[src/rtl/fetch_ctrl_if.sv]
// Fetch-side bus bundle: instruction-memory request/response, execute redirect
// and the decode valid/ready handshake.
interface fetch_ctrl_if;
  logic        imem_req;
  logic [31:0] imem_addr;
  logic        imem_gnt;
  logic        imem_rvalid;
  logic [31:0] imem_rdata;
  logic        redirect_valid;
  logic [31:0] redirect_pc;
  logic        dec_valid;
  logic [31:0] dec_instr;
  logic [31:0] dec_pc;
  logic        dec_ready;

  modport master (
    output imem_req, imem_addr, dec_valid, dec_instr, dec_pc,
    input  imem_gnt, imem_rvalid, imem_rdata, redirect_valid, redirect_pc, dec_ready
  );

  modport slave (
    input  imem_req, imem_addr, dec_valid, dec_instr, dec_pc,
    output imem_gnt, imem_rvalid, imem_rdata, redirect_valid, redirect_pc, dec_ready
  );
endinterface

[src/rtl/fetch_ctrl.sv]
// RV32I instruction-fetch sequencer: owns the PC, keeps one imem request in flight,
// squashes wrong-path responses after a redirect and buffers one word for decode.
module fetch_ctrl #(
  parameter logic [31:0] RESET_PC = 32'h0000_0000
) (
  input  logic         clk,
  input  logic         rst_n,
  fetch_ctrl_if.master bus
);
  localparam logic [31:0] NOP_INSTR = 32'h0000_0013;

  typedef enum logic [1:0] {
    S_IDLE = 2'd0,
    S_REQ  = 2'd1,
    S_WAIT = 2'd2,
    S_HOLD = 2'd3
  } state_t;

  state_t      r_state;
  state_t      w_state_nxt;
  logic [31:0] r_pc;
  logic [31:0] w_pc_nxt;
  logic [31:0] r_req_pc;
  logic [31:0] w_req_pc_nxt;
  logic        r_kill;
  logic        w_kill_nxt;
  logic [31:0] r_dec_instr;
  logic [31:0] w_dec_instr_nxt;
  logic [31:0] r_dec_pc;
  logic [31:0] w_dec_pc_nxt;
  logic [31:0] w_redir_tgt;

  assign w_redir_tgt = {bus.redirect_pc[31:2], 2'b00};

  // FSM state register
  always_ff @(posedge clk or negedge rst_n) begin
    if (!rst_n) begin
      r_state <= S_IDLE;
    end else begin
      r_state <= w_state_nxt;
    end
  end

  // PC, in-flight tag, kill flag and decode buffer registers
  always_ff @(posedge clk or negedge rst_n) begin
    if (!rst_n) begin
      r_pc        <= RESET_PC;
      r_req_pc    <= 32'h0000_0000;
      r_kill      <= 1'b0;
      r_dec_instr <= NOP_INSTR;
      r_dec_pc    <= 32'h0000_0000;
    end else begin
      r_pc        <= w_pc_nxt;
      r_req_pc    <= w_req_pc_nxt;
      r_kill      <= w_kill_nxt;
      r_dec_instr <= w_dec_instr_nxt;
      r_dec_pc    <= w_dec_pc_nxt;
    end
  end

  // Next-state and datapath update; a redirect overrides every other event
  always_comb begin
    w_state_nxt     = r_state;
    w_req_pc_nxt    = r_req_pc;
    w_kill_nxt      = r_kill;
    w_dec_instr_nxt = r_dec_instr;
    w_dec_pc_nxt    = r_dec_pc;
    if (bus.redirect_valid) begin
      w_pc_nxt = w_redir_tgt;
    end else begin
      w_pc_nxt = r_pc;
    end

    case (r_state)
      S_IDLE: begin
        w_state_nxt = S_REQ;
      end
      S_REQ: begin
        if (bus.imem_gnt) begin
          w_state_nxt  = S_WAIT;
          w_req_pc_nxt = r_pc;
          if (bus.redirect_valid) begin
            w_kill_nxt = 1'b1;
          end else begin
            w_pc_nxt = r_pc + 32'd4;
          end
        end else begin
          w_state_nxt = S_REQ;
        end
      end
      S_WAIT: begin
        // A kill pending or arriving with the response turns it into a discard
        if (bus.imem_rvalid) begin
          if (r_kill || bus.redirect_valid) begin
            w_kill_nxt  = 1'b0;
            w_state_nxt = S_REQ;
          end else begin
            w_dec_instr_nxt = bus.imem_rdata;
            w_dec_pc_nxt    = r_req_pc;
            w_state_nxt     = S_HOLD;
          end
        end else if (bus.redirect_valid) begin
          w_kill_nxt = 1'b1;
        end else begin
          w_state_nxt = S_WAIT;
        end
      end
      S_HOLD: begin
        if (bus.redirect_valid || bus.dec_ready) begin
          w_state_nxt = S_REQ;
        end else begin
          w_state_nxt = S_HOLD;
        end
      end
      default: begin
        w_state_nxt = S_IDLE;
      end
    endcase
  end

  assign bus.imem_req  = (r_state == S_REQ);
  assign bus.imem_addr = r_pc;
  assign bus.dec_valid = (r_state == S_HOLD) & ~bus.redirect_valid;
  assign bus.dec_instr = r_dec_instr;
  assign bus.dec_pc    = r_dec_pc;
endmodule

[src/flat_wrapper.sv]
// flat-port wrapper written by rule: the top's interface ports become plain ports
module fetch_ctrl_flat 
#(
  parameter logic [31:0] RESET_PC = 32'h0000_0000
)
  (clk, rst_n, bus_imem_req, bus_imem_addr, bus_dec_valid, bus_dec_instr, bus_dec_pc, bus_imem_gnt, bus_imem_rvalid, bus_imem_rdata, bus_redirect_valid, bus_redirect_pc, bus_dec_ready);
  fetch_ctrl_if bus_i ();
  input  logic clk;
  input  logic rst_n;
  output wire logic [$bits(bus_i.imem_req)-1:0] bus_imem_req;
  output wire logic [$bits(bus_i.imem_addr)-1:0] bus_imem_addr;
  output wire logic [$bits(bus_i.dec_valid)-1:0] bus_dec_valid;
  output wire logic [$bits(bus_i.dec_instr)-1:0] bus_dec_instr;
  output wire logic [$bits(bus_i.dec_pc)-1:0] bus_dec_pc;
  input wire logic [$bits(bus_i.imem_gnt)-1:0] bus_imem_gnt;
  input wire logic [$bits(bus_i.imem_rvalid)-1:0] bus_imem_rvalid;
  input wire logic [$bits(bus_i.imem_rdata)-1:0] bus_imem_rdata;
  input wire logic [$bits(bus_i.redirect_valid)-1:0] bus_redirect_valid;
  input wire logic [$bits(bus_i.redirect_pc)-1:0] bus_redirect_pc;
  input wire logic [$bits(bus_i.dec_ready)-1:0] bus_dec_ready;
  assign bus_imem_req = bus_i.imem_req;
  assign bus_imem_addr = bus_i.imem_addr;
  assign bus_dec_valid = bus_i.dec_valid;
  assign bus_dec_instr = bus_i.dec_instr;
  assign bus_dec_pc = bus_i.dec_pc;
  assign bus_i.imem_gnt = bus_imem_gnt;
  assign bus_i.imem_rvalid = bus_imem_rvalid;
  assign bus_i.imem_rdata = bus_imem_rdata;
  assign bus_i.redirect_valid = bus_redirect_valid;
  assign bus_i.redirect_pc = bus_redirect_pc;
  assign bus_i.dec_ready = bus_dec_ready;
  fetch_ctrl #(.RESET_PC(RESET_PC)) u_core (.clk(clk), .rst_n(rst_n), .bus(bus_i));
endmodule
[config.mk]
export PLATFORM = sky130hd
export DESIGN_NAME = fetch_ctrl_flat
export DESIGN_NICKNAME = d
export VERILOG_FILES = /design/src/rtl/fetch_ctrl_if.sv /design/src/rtl/fetch_ctrl.sv /design/src/flat_wrapper.sv
export SDC_FILE = /design/constraint.sdc
export NUM_CORES = 1
export LEC_CHECK = 0
export CELL_PAD_IN_SITES_DETAIL_PLACEMENT = 1
export CELL_PAD_IN_SITES_GLOBAL_PLACEMENT = 1
export CORE_MARGIN = 4
export CORE_UTILIZATION = 33
export DETAILED_ROUTE_END_ITERATION = 10
export GPL_TIMING_DRIVEN = 0
export PLACE_DENSITY = 0.73
export SKIP_LAST_GASP = 1
export SLEW_MARGIN = 5
export SYNTH_ARGS = -nofsm -noshare
export SYNTH_HDL_FRONTEND = slang
export SYNTH_SLANG_ARGS = --single-unit
[constraint.sdc]
create_clock -name clk -period 1.68 [get_ports clk]
set_input_delay 0.504 -clock clk [delete_from_list [all_inputs] [get_ports clk]]
set_output_delay 0.504 -clock clk [all_outputs]
set_load 0.005 [all_outputs]
======== Word-level counts from Yosys, hierarchy flattened ========
Cells that the tools add are included.
cells by class
  $add $sub $neg .......................... 1
  equal/unequal tests ..................... 6
  muxes and demuxes ....................... 15
  bitwise logic cells ..................... 3
  reduce and logical (&&, ||, !) cells .... 7
operators by type and width
  operator                                                count
  two-way mux 32 bit                                      4
  adder 32 x 3 -> 32 bit (second input constant)          1
  two-way mux 2 bit                                       5
  case mux 2 bit (4 select lines)                         1
  AND reduction 3 bit                                     2
  == test 2 bit (second input constant)                   2
  two-way mux 1 bit                                       4
  inequality test 3 x 2 -> 1 bit (second input constant)  1
  inequality test 3 bit (second input constant)           1
  == test 2 x 1 -> 1 bit (second input constant)          1
  logical NOT 2 bit                                       1
  logical OR 1 bit                                        2
  inequality test 2 x 1 -> 1 bit (second input constant)  1
  inverter 1 bit                                          2
  case mux 1 bit (2 select lines)                         1
  AND reduction 2 bit                                     1
  nonzero test 2 bit                                      1
  bitwise AND 1 bit                                       1
word-level totals
  bits in registers ....................... 131
  word-level logic and storage cells ...... 38

======== Longest topological paths before layout ========
Gate-level depths: netlist (run 1).
  word-level depth ........................ 4
  mapped depth ............................ 6
  depth with buffers taken out ............ 5

======== Worst setup path after synthesis (run 1) ========
Ideal clock, no wire load.
  kind .................................... flip-flop to flip-flop
  start ................................... register u_core.r_pc[4] (netlist: u_core.bus.imem_addr[4])
  end ..................................... register u_core.r_pc[19] (netlist: u_core.bus.imem_addr[19])
  arrival time ............................ 1.811 ns
  required time ........................... 1.598 ns
  path slack .............................. -0.213 ns
  cell stages (with the launch flop) ...... 7
  period minus slack after synthesis ...... 1.893 ns
  path through ............................ dfrtp_1 clkbuf_2 nand4_2 or3_4 buf_6 or4_1 a31oi_1
between the ends
  cells in the longest elaborated chain, start to end .. 4
ends and longest elaborated chain
  element                   line              text
  start: declaration        fetch_ctrl.sv:21  logic [31:0] r_pc;
  start signal: assignment  fetch_ctrl.sv:53  r_pc <= w_pc_nxt;
  adder 32 x 3 -> 32 bit    fetch_ctrl.sv:85  w_pc_nxt = r_pc + 32'd4;
  two-way mux 32 bit        fetch_ctrl.sv:82  if (bus.redirect_valid) begin
  two-way mux 32 bit        fetch_ctrl.sv:79  if (bus.imem_gnt) begin
  two-way mux 32 bit        fetch_ctrl.sv:74  case (r_state)
  net u_core.w_pc_nxt[19]   fetch_ctrl.sv:22  logic [31:0] w_pc_nxt;
The timed path passes the listed nets, and every way through them passes these cells.
A chain may end at the register's enable or synchronous reset.

======== Worst setup path after layout (run 1) ========
  start ................................... register u_core.r_state[1]
  end ..................................... register u_core.r_pc[17] (netlist: u_core.bus.imem_addr[17])
between the ends
  cells in the longest elaborated chain, start to end .. 2
ends and longest elaborated chain
  element                   line              text
  start: declaration        fetch_ctrl.sv:19  state_t r_state;
  start signal: assignment  fetch_ctrl.sv:40  r_state <= w_state_nxt;
  == test 2 x 1 -> 1 bit    fetch_ctrl.sv:74
  two-way mux 32 bit        fetch_ctrl.sv:74
  net u_core.w_pc_nxt[17]   fetch_ctrl.sv:22
The timed path passes the listed nets, and every way through them passes these cells.

==> metrics.yaml, run 1 <==
critPathCaptureType: "register"
synth_edf_count: 0
fp.coreArea_sq_mm: 0.0166
via_per_inst: 5.14
status: "finished, violations left"
grt_pass1_vias: 5407
drt_iter0_markers: 236
post-dp-hpwl_mm: 12.4
portBuffers: 165
drv_cap: 0
tightest_slew_ns: 0.641
dieHeight_um: 138
design.die.area_sq_mm: 0.0191
power_density_mw_per_mm2: 1410
finClkSkew_ns: 0.00851
tritoncts: "built"
overflow: 0
rows: 47
ys_seq_area_share_pct: 58.8
fmax_ghz: 0.477
ant_nets: 0
chipWidth_um: 138
multi_input_area_sq_mm: 0.00238
netlist_instances: 494
finalCritPeriodShare_pct: 125
gp_congestion: 0.868
ios: 168
seqPwrFrac_pct: 39.2
vias: 5090
fin_crit_ns: 2.10
peakVddDrop_mv: 0.781
worstSetupPathType: "reg -> reg"
setup_viol: 91
yosys_warnings: 0
root_buffer: "clkbuf_16"
arrival_ns: 2.43
p_leak_nw: 4.48
fill_cells: 1766
p_switching_mw: 3.72
nNetsFinal: 828
clkTransAtPathRegs_ns: 0.06
routedWlPerCell_um: 20.5
finish.utilization_pct: 54.5
wirelength_mm: 20.3
firstDrtPassIters: 5
regArea_sq_mm: 0.00331
clockBufferDepth: 2
syn_area_per_cell_sq_um: 11.3
hold_slack_ns: 0.0129
crit_fanout: 5
grt_max_degree: 86
hp-class: "in -> async"
antenna_found_initial: 1
synthFlopType: "dfrtp_1"
insertion_delay_ns: 0.42
hold_buffers: 0
synthToLayoutAreaGrowth_pct: 61.9
intPower_mw: 8.99
async_reset_ff_share_pct: 100
synth_nets: 565
combPwrFrac_pct: 29.6
drive_gt1_share_pct: 34.7
maxSlewViolCount: 0
hold_viol_final: 0
startpoint_type: "register"
slew_headroom_pct: 57.3
cts-htree-levels: 4
swShare_pct: 29.3
rsz0062_at_grt: "yes"
clkPwrFrac_pct: 31.2
syn_area_sq_mm: 0.00558
drc: 0
final_cell_mix: "107 x nand2_1, 102 x dfrtp_1, 85 x dlygate4sd2_1"
worstPathRequired_ns: 2.01
numCtsBuffers: 17
grt.total_usage_pct: 19.8
layout_setup_ws_ns: -0.418
grt_pass1_wl_mm: 30.3
layout_commonest_cell: "nand2_1"
violations: "negative setup slack"
synth.ff_latch_count: 131
yosys.cell_types.count: 42
initial_core_util_pct: 33.6
pre_cts_slack_ns: -1.27
cts.sinks: 131
final cells by class:
class	count	share of cell area, %
Inverter	8	0.360
Tap cell	220	3.05
Multi-Input combinational cell	330	26.4
Timing Repair Buffer	245	24.2
Sequential cell	131	36.7
Buffer	24	2.27
Clock inverter	7	1.32
Antenna cell	1	0.0277
Clock buffer	25	5.71
worst paths after layout:
path | start | end | slack [ns] | depth (start not counted)
max | u_core.r_state[1]$_DFFE_PN0P_ | u_core.bus.imem_addr[17]$_DFF_PN0_ | -0.42 | 5
min | rst_n | u_core.bus.dec_pc[7]$_DFFE_PN0P_ | 0.01 | 1
max reg2reg | u_core.r_state[1]$_DFFE_PN0P_ | u_core.bus.imem_addr[17]$_DFF_PN0_ | -0.42 | 5
min reg2reg | u_core.r_req_pc[29]$_DFFE_PN0P_ | u_core.r_req_pc[29]$_DFFE_PN0P_ | 0.48 | 2
max in group asynchronous | rst_n | u_core.bus.dec_instr[4]$_DFFE_PN1P_ | 0.86 | 2
min in group clk | u_core.r_req_pc[29]$_DFFE_PN0P_ | u_core.r_req_pc[29]$_DFFE_PN0P_ | 0.48 | 2
power groups by stage:
stage	logic, mW	clock network (mW)	registers [mW]
6_report	3.76	3.97	4.98
5_1_grt	4.09	4.18	5.13
4_1_cts	3.57	3.99	4.95
3_5_place_dp	3.71	0	5.08
3_3_place_gp	3.58	0	4.99
2_1_floorplan	1.38	0	4.97
synth_stat cells, drive strengths merged, types with 7 or more instances:
cell	instances	area share (%)
nand2	109	7.3
xnor2	8	1.3
clkbuf	23	1.6
nand3	13	1.2
nor2	16	1.1
o31ai	7	0.94
o21ai	23	2.1
mux2	64	13
mux2i	10	1.8
inv	8	0.54
a31oi	11	1.2
nand4	14	1.8
dfrtp	128	57
or4	11	1.5
logic make-up (layout without fill, tap and decap cells):
logic type / after synthesis / in the layout / share of synthesized area, %
xor gates and xnor gates: 10 / 10 / 1.57
DFF: 131 / 131 / 58.8
adders and majority gates: 1 / 1 / 0.224
muxes: 74 / 74 / 14.7
and+or+nand+nor: 197 / 197 / 17.1
buffers and inverters: 33 / 309 / 2.40
AOI/OAI and AO/OA: 48 / 48 / 5.16
other: 0 / 1 / 0
what timing repair did:
action	in CTS	in global routing
setup endpoints to repair	222	121
pin swaps	10	24
gates cloned	1	0
resized for setup	180	94
endpoints found under the hold margin	0	0
buffers inserted	53	25
metal layers:
layer  vias up  share of wire (%)  wire, um  GRT usage [%]
li1       2277                  -         -              -
met1      2563                 41      8330           24.7
met2       208                 51     10300           33.2
met3        42                5.2      1060           4.56
met4         0                2.7       556           8.48
met5         -                  0         0              0
sequential cells by signal, summed over array words and instances (netlist names):
| register | cells |
|---|---|
| u_core.bus.dec_instr | 32 |
| u_core.r_kill | 1 |
| u_core.r_state | 2 |
| u_core.r_req_pc | 32 |
| u_core.bus.dec_pc | 32 |
| u_core.bus.imem_addr | 32 |
per-stage QoR:
stage	setup TNS, ns	instances	power, mW	area, sq um
after floorplan	-0.841	494	6.35	5610
after global placement	-772.87	879	8.57	7540
after detailed placement	-116.49	880	8.78	7570
after CTS	-10.34	966	12.5	8670
after global routing	-15.58	991	13.4	9030
final	-8.53	991	12.7	9030
worst max-delay path, cell delays in order, from the launching register on:
cell and delay, ns:
dfrtp_2 0.44, nand3b_1 0.30, or3_4 0.49, buf_12 0.15, or4_4 0.41, a31oi_1 0.21
Power figures use the tool's default switching activity.
==> run 2, diff against run 1 <==
Settings changed: CAP_MARGIN from default to 40, CORE_MARGIN 4 to 2, SKIP_CTS_REPAIR_TIMING from default to 1.
==> metrics.yaml, run 2 (synthesized netlist as in run 1, its figures left out) <==
startpoint_type: "register"
finish.utilization_pct: 54.7
top_layer: "met4"
met2_length_mm: 9.61
layout_setup_ws_ns: -0.378
r2r_slack_ns: -0.38
grt.total_usage_pct: 19.6
rsz0062_at_grt: "yes"
layout_commonest_cell: "nand2_1"
combPwrFrac_pct: 30.9
met1_length_mm: 8.14
seqPwrFrac_pct: 39.6
initial_core_util_pct: 33.6
grt_pass1_vias: 5050
portBuffers: 165
post-dp-hpwl_mm: 12.2
final_cell_mix: "108 x nand2_1, 102 x dfrtp_1, 98 x dlymetal6s2s_1"
firstDrtPassIters: 4
hold_viol_final: 0
vias: 4844
chipWidth_um: 134
finClkSkew_ns: 0.00933
clockBufferDepth: 2
critPathCaptureType: "register"
root_buffer: "clkbuf_16"
p_switching_mw: 3.76
worstPathRequired_ns: 1.99
drc: 0
peakVddDrop_mv: 0.850
fp.coreArea_sq_mm: 0.0166
clkTransAtPathRegs_ns: 0.06
dieHeight_um: 134
crit_start: "u_core.bus.imem_addr[3]$_DFF_PN0_"
power_density_mw_per_mm2: 1390
tritoncts: "built"
r2r_start: "u_core.bus.imem_addr[3]$_DFF_PN0_"
antenna_found_initial: 1
arrival_ns: 2.37
crit_fanout: 5
swShare_pct: 29.8
drive_gt1_share_pct: 30.2
grt_pass1_wl_mm: 27.3
numCtsBuffers: 17
slew_headroom_pct: 59.1
worstSetupPathType: "reg -> reg"
ant_nets: 0
overflow: 0
drt_iter0_markers: 186
clkPwrFrac_pct: 29.6
wirelength_mm: 18.9
violations: "negative setup slack"
intPower_mw: 8.87
setup_viol: 82
via_per_inst: 4.99
design.die.area_sq_mm: 0.0180
hp-class: "in -> async"
fmax_ghz: 0.486
grt_max_degree: 72
cts-htree-levels: 4
insertion_delay_ns: 0.43
p_leak_nw: 5.41
routed-wl-met3_um: 786
drv_cap: 0
ios: 168
tightest_slew_ns: 0.614
fin_crit_ns: 2.06
synthToLayoutAreaGrowth_pct: 62.5
routedWlPerCell_um: 19.4
finalPower_mw: 12.6
maxSlewViolCount: 0
nNetsFinal: 807
finalCritPeriodShare_pct: 122
rows: 47
cts.sinks: 131
gp_congestion: 0.862
status: "finished, violations left"
==> run 2: changes by cell type in the layout (fill, tap and decap cells not counted), sizes merged, moves of 3 or more <==
cell / delta
buf: -29
dlymetal6s2s: +97
clkdlybuf4s15: -3
dlygate4sd2: -85
clkbuf: -8
clkinvlp: +4
==> run 2: metrics by stage <==
stage               worst slack, ns  instances  TNS, ns  hold WS, ns  cell area, sq um
global route                 -0.435        970   -24.44       0.0898              9060
finish                       -0.378        970   -14.34       0.0414              9060
floorplan                    -0.166        494   -0.841        0.208              5610
global placement              -5.47        879  -768.51        0.459              7540
CTS                           -1.30        912   -81.80       0.0730              8160
detailed placement            -1.30        880  -120.74        0.464              7570
==> run 2: layer usage <==
layer / global-route usage, % / vias up
li1: - / 2224
met1: 25.2 / 2452
met2: 32.4 / 142
met3: 4.04 / 26
met4: 8.30 / 0
met5: 0 / -
==> run 2: cell type report <==
class                      count  area (sq um)
timing repair buffer         224          2380
fill                        1729          7520
clock buffer                  18           439
buffer                        24           140
tap                          220           275
sequential                   131          3310
antenna                        1          2.50
multi-input combinational    330          2320
clock inverter                14           155
inverter                       8          33.8
==> run 2: path summary, 6_finish.rpt <==
| check | cells after the start | endpoint |
|---|---|---|
| worst max register to register | 6 | u_core.bus.imem_addr[24]$_DFF_PN0_ |
| max in group asynchronous | 2 | u_core.bus.dec_instr[0]$_DFFE_PN1P_ |
| worst min register to register | 2 | u_core.r_req_pc[19]$_DFFE_PN0P_ |
| worst max-delay path | 6 | u_core.bus.imem_addr[24]$_DFF_PN0_ |
| worst min-delay path | 1 | u_core.bus.imem_addr[6]$_DFF_PN0_ |
| min in group clk | 2 | u_core.r_req_pc[19]$_DFFE_PN0P_ |
==> run 2: power by group through the flow <==
stage | clock network [mW] | logic (mW) | registers [mW]
finish | 3.73 | 3.90 | 5.00
global route | 3.95 | 4.24 | 5.16
CTS | 3.81 | 3.71 | 5.04
detailed placement | 0 | 3.68 | 5.09
global placement | 0 | 3.55 | 4.99
floorplan | 0 | 1.38 | 4.97
==> run 2: worst max-delay path, cell delays in order, from the launching register on <==
cell and delay (ns):
dfrtp_2 0.44, buf_12 0.13, ha_4 0.12, nand4b_1 0.25, nor4_4 0.54, nand4_1 0.27, mux2i_1 0.18
==> run 3, diff against run 2 <==
Settings changed: CORE_MARGIN 2 to 3.
==> metrics.yaml, run 3 (synthesized netlist as in run 1, its figures left out) <==
antenna_cells: 0
drc: 0
setup_viol: 22
rsz0062_at_grt: "yes"
slew_headroom_pct: 57.6
violations: "negative setup slack"
grt.total_usage_pct: 18.5
rows: 46
portBuffers: 165
grt_max_degree: 69
ant_nets: 0
gp_congestion: 0.845
grt_use_met1_pct: 23.5
path_cells: "nand3b_1, or3_4, buf_6, or4_4, a31oi_1"
layout_commonest_cell: "nand2_1"
drv_cap: 0
hold_viol_final: 0
finClkSkew_ns: 0.00395
post-dp-hpwl_mm: 12.3
hp-class: "in -> async"
peakVddDrop_mv: 0.809
nNetsFinal: 800
clkTransAtPathRegs_ns: 0.06
finish.utilization_pct: 55.4
cts.sinks: 131
design.die.area_sq_mm: 0.0185
hold_slack_ns: 0.0697
insertion_delay_ns: 0.41
fill_cells: 1713
final_cell_mix: "108 x nand2_1, 104 x dfrtp_1, 96 x dlymetal6s2s_1"
fp.coreArea_sq_mm: 0.0162
worstPathRequired_ns: 2.01
chipWidth_um: 136
grt_pass1_wl_mm: 26.6
layout_setup_ws_ns: -0.379
worstSetupPathType: "reg -> reg"
use_met3_pct: 3.74
power_density_mw_per_mm2: 1420
crit_slowest_cell: "or3_4"
ios: 168
cts-htree-levels: 4
p_leak_nw: 5.36
maxSlewViolCount: 0
vias: 4800
synthToLayoutAreaGrowth_pct: 61.2
antenna_found_initial: 0
via_per_inst: 5.01
routedWlPerCell_um: 19.0
root_buffer: "clkbuf_16"
status: "finished, violations left"
startpoint_type: "register"
dieHeight_um: 136
top_usage_layer: "met2"
fmax_ghz: 0.486
overflow: 0
met2_usage_pct: 31.4
fin_crit_ns: 2.06
wirelength_mm: 18.2
tightest_slew_ns: 0.636
tritoncts: "built"
firstDrtPassIters: 4
critPathCaptureType: "register"
max_stage_delay_ns: 0.49
numCtsBuffers: 17
clockBufferDepth: 2
grt_pass1_vias: 4876
crit_buf_inv: 1
crit_fanout: 6
initial_core_util_pct: 34.4
drive_gt1_share_pct: 29.6
drt_iter0_markers: 214
path_delay_family: "simple AND/OR/NAND/NOR gates"
finalCritPeriodShare_pct: 123
arrival_ns: 2.39
==> run 3: changes by cell type in the layout (fill, tap and decap cells not counted), moves of 3 or more <==
| cell | previous run | this run |
|---|---|---|
| clkbuf_1 | 10 | 7 |
| clkinv_2 | 1 | 4 |
| inv_6 | 3 | 0 |
| buf_4 | 56 | 50 |
| buf_6 | 5 | 2 |
| buf_2 | 2 | 5 |
| clkbuf_2 | 7 | 3 |
| clkbuf_4 | 2 | 10 |
==> run 3: routing by layer <==
layer	vias up	part of all wire (%)
met5	-	0
met4	0	2.2
met3	27	4.3
met2	148	50
met1	2418	43
li1	2207	-
==> run 3: final timing paths <==
| check | from | to | slack (ns) | depth (start not counted) |
|---|---|---|---|---|
| setup / recovery | u_core.r_state[1]$_DFFE_PN0P_ | u_core.bus.imem_addr[19]$_DFF_PN0_ | -0.38 | 5 |
| hold / removal | rst_n | u_core.bus.dec_pc[7]$_DFFE_PN0P_ | 0.07 | 1 |
| setup reg to reg | u_core.r_state[1]$_DFFE_PN0P_ | u_core.bus.imem_addr[19]$_DFF_PN0_ | -0.38 | 5 |
| hold reg to reg | u_core.r_req_pc[6]$_DFFE_PN0P_ | u_core.r_req_pc[6]$_DFFE_PN0P_ | 0.47 | 2 |
| max in group asynchronous | rst_n | u_core.bus.dec_instr[0]$_DFFE_PN1P_ | 0.82 | 2 |
| min in group clk | u_core.r_req_pc[6]$_DFFE_PN0P_ | u_core.r_req_pc[6]$_DFFE_PN0P_ | 0.47 | 2 |
==> run 3: stage by stage <==
stage / worst slack (ns) / setup TNS [ns] / power, mW / cell area (sq um) / cells
after detailed placement: -1.33 / -121.31 / 8.79 / 7560 / 876
final: -0.379 / -4.11 / 12.7 / 8990 / 958
after floorplan: -0.166 / -0.841 / 6.35 / 5610 / 494
after CTS: -1.34 / -84.25 / 12.7 / 8190 / 908
after global placement: -5.50 / -769.96 / 8.56 / 7530 / 875
after global routing: -0.455 / -6.78 / 13.5 / 8990 / 958
==> run 3: area by class of cell <==
type / count / area (sq um) / area share [%]
repair buffers: 216 / 2280 / 25.4
clock inverters: 14 / 186 / 2.07
well taps: 216 / 270 / 3.01
inverters: 8 / 33.8 / 0.376
flip-flops and latches: 131 / 3310 / 36.8
clock buffers: 18 / 439 / 4.88
multi-input cells: 330 / 2310 / 25.7
plain buffers: 25 / 160 / 1.78
==> run 3: power breakdown <==
group,internal [mW],switching [mW],leakage (nW)
combinational,2.27,1.57,3.42
clock,2.51,1.40,0.294
sequential,4.32,0.665,1.65
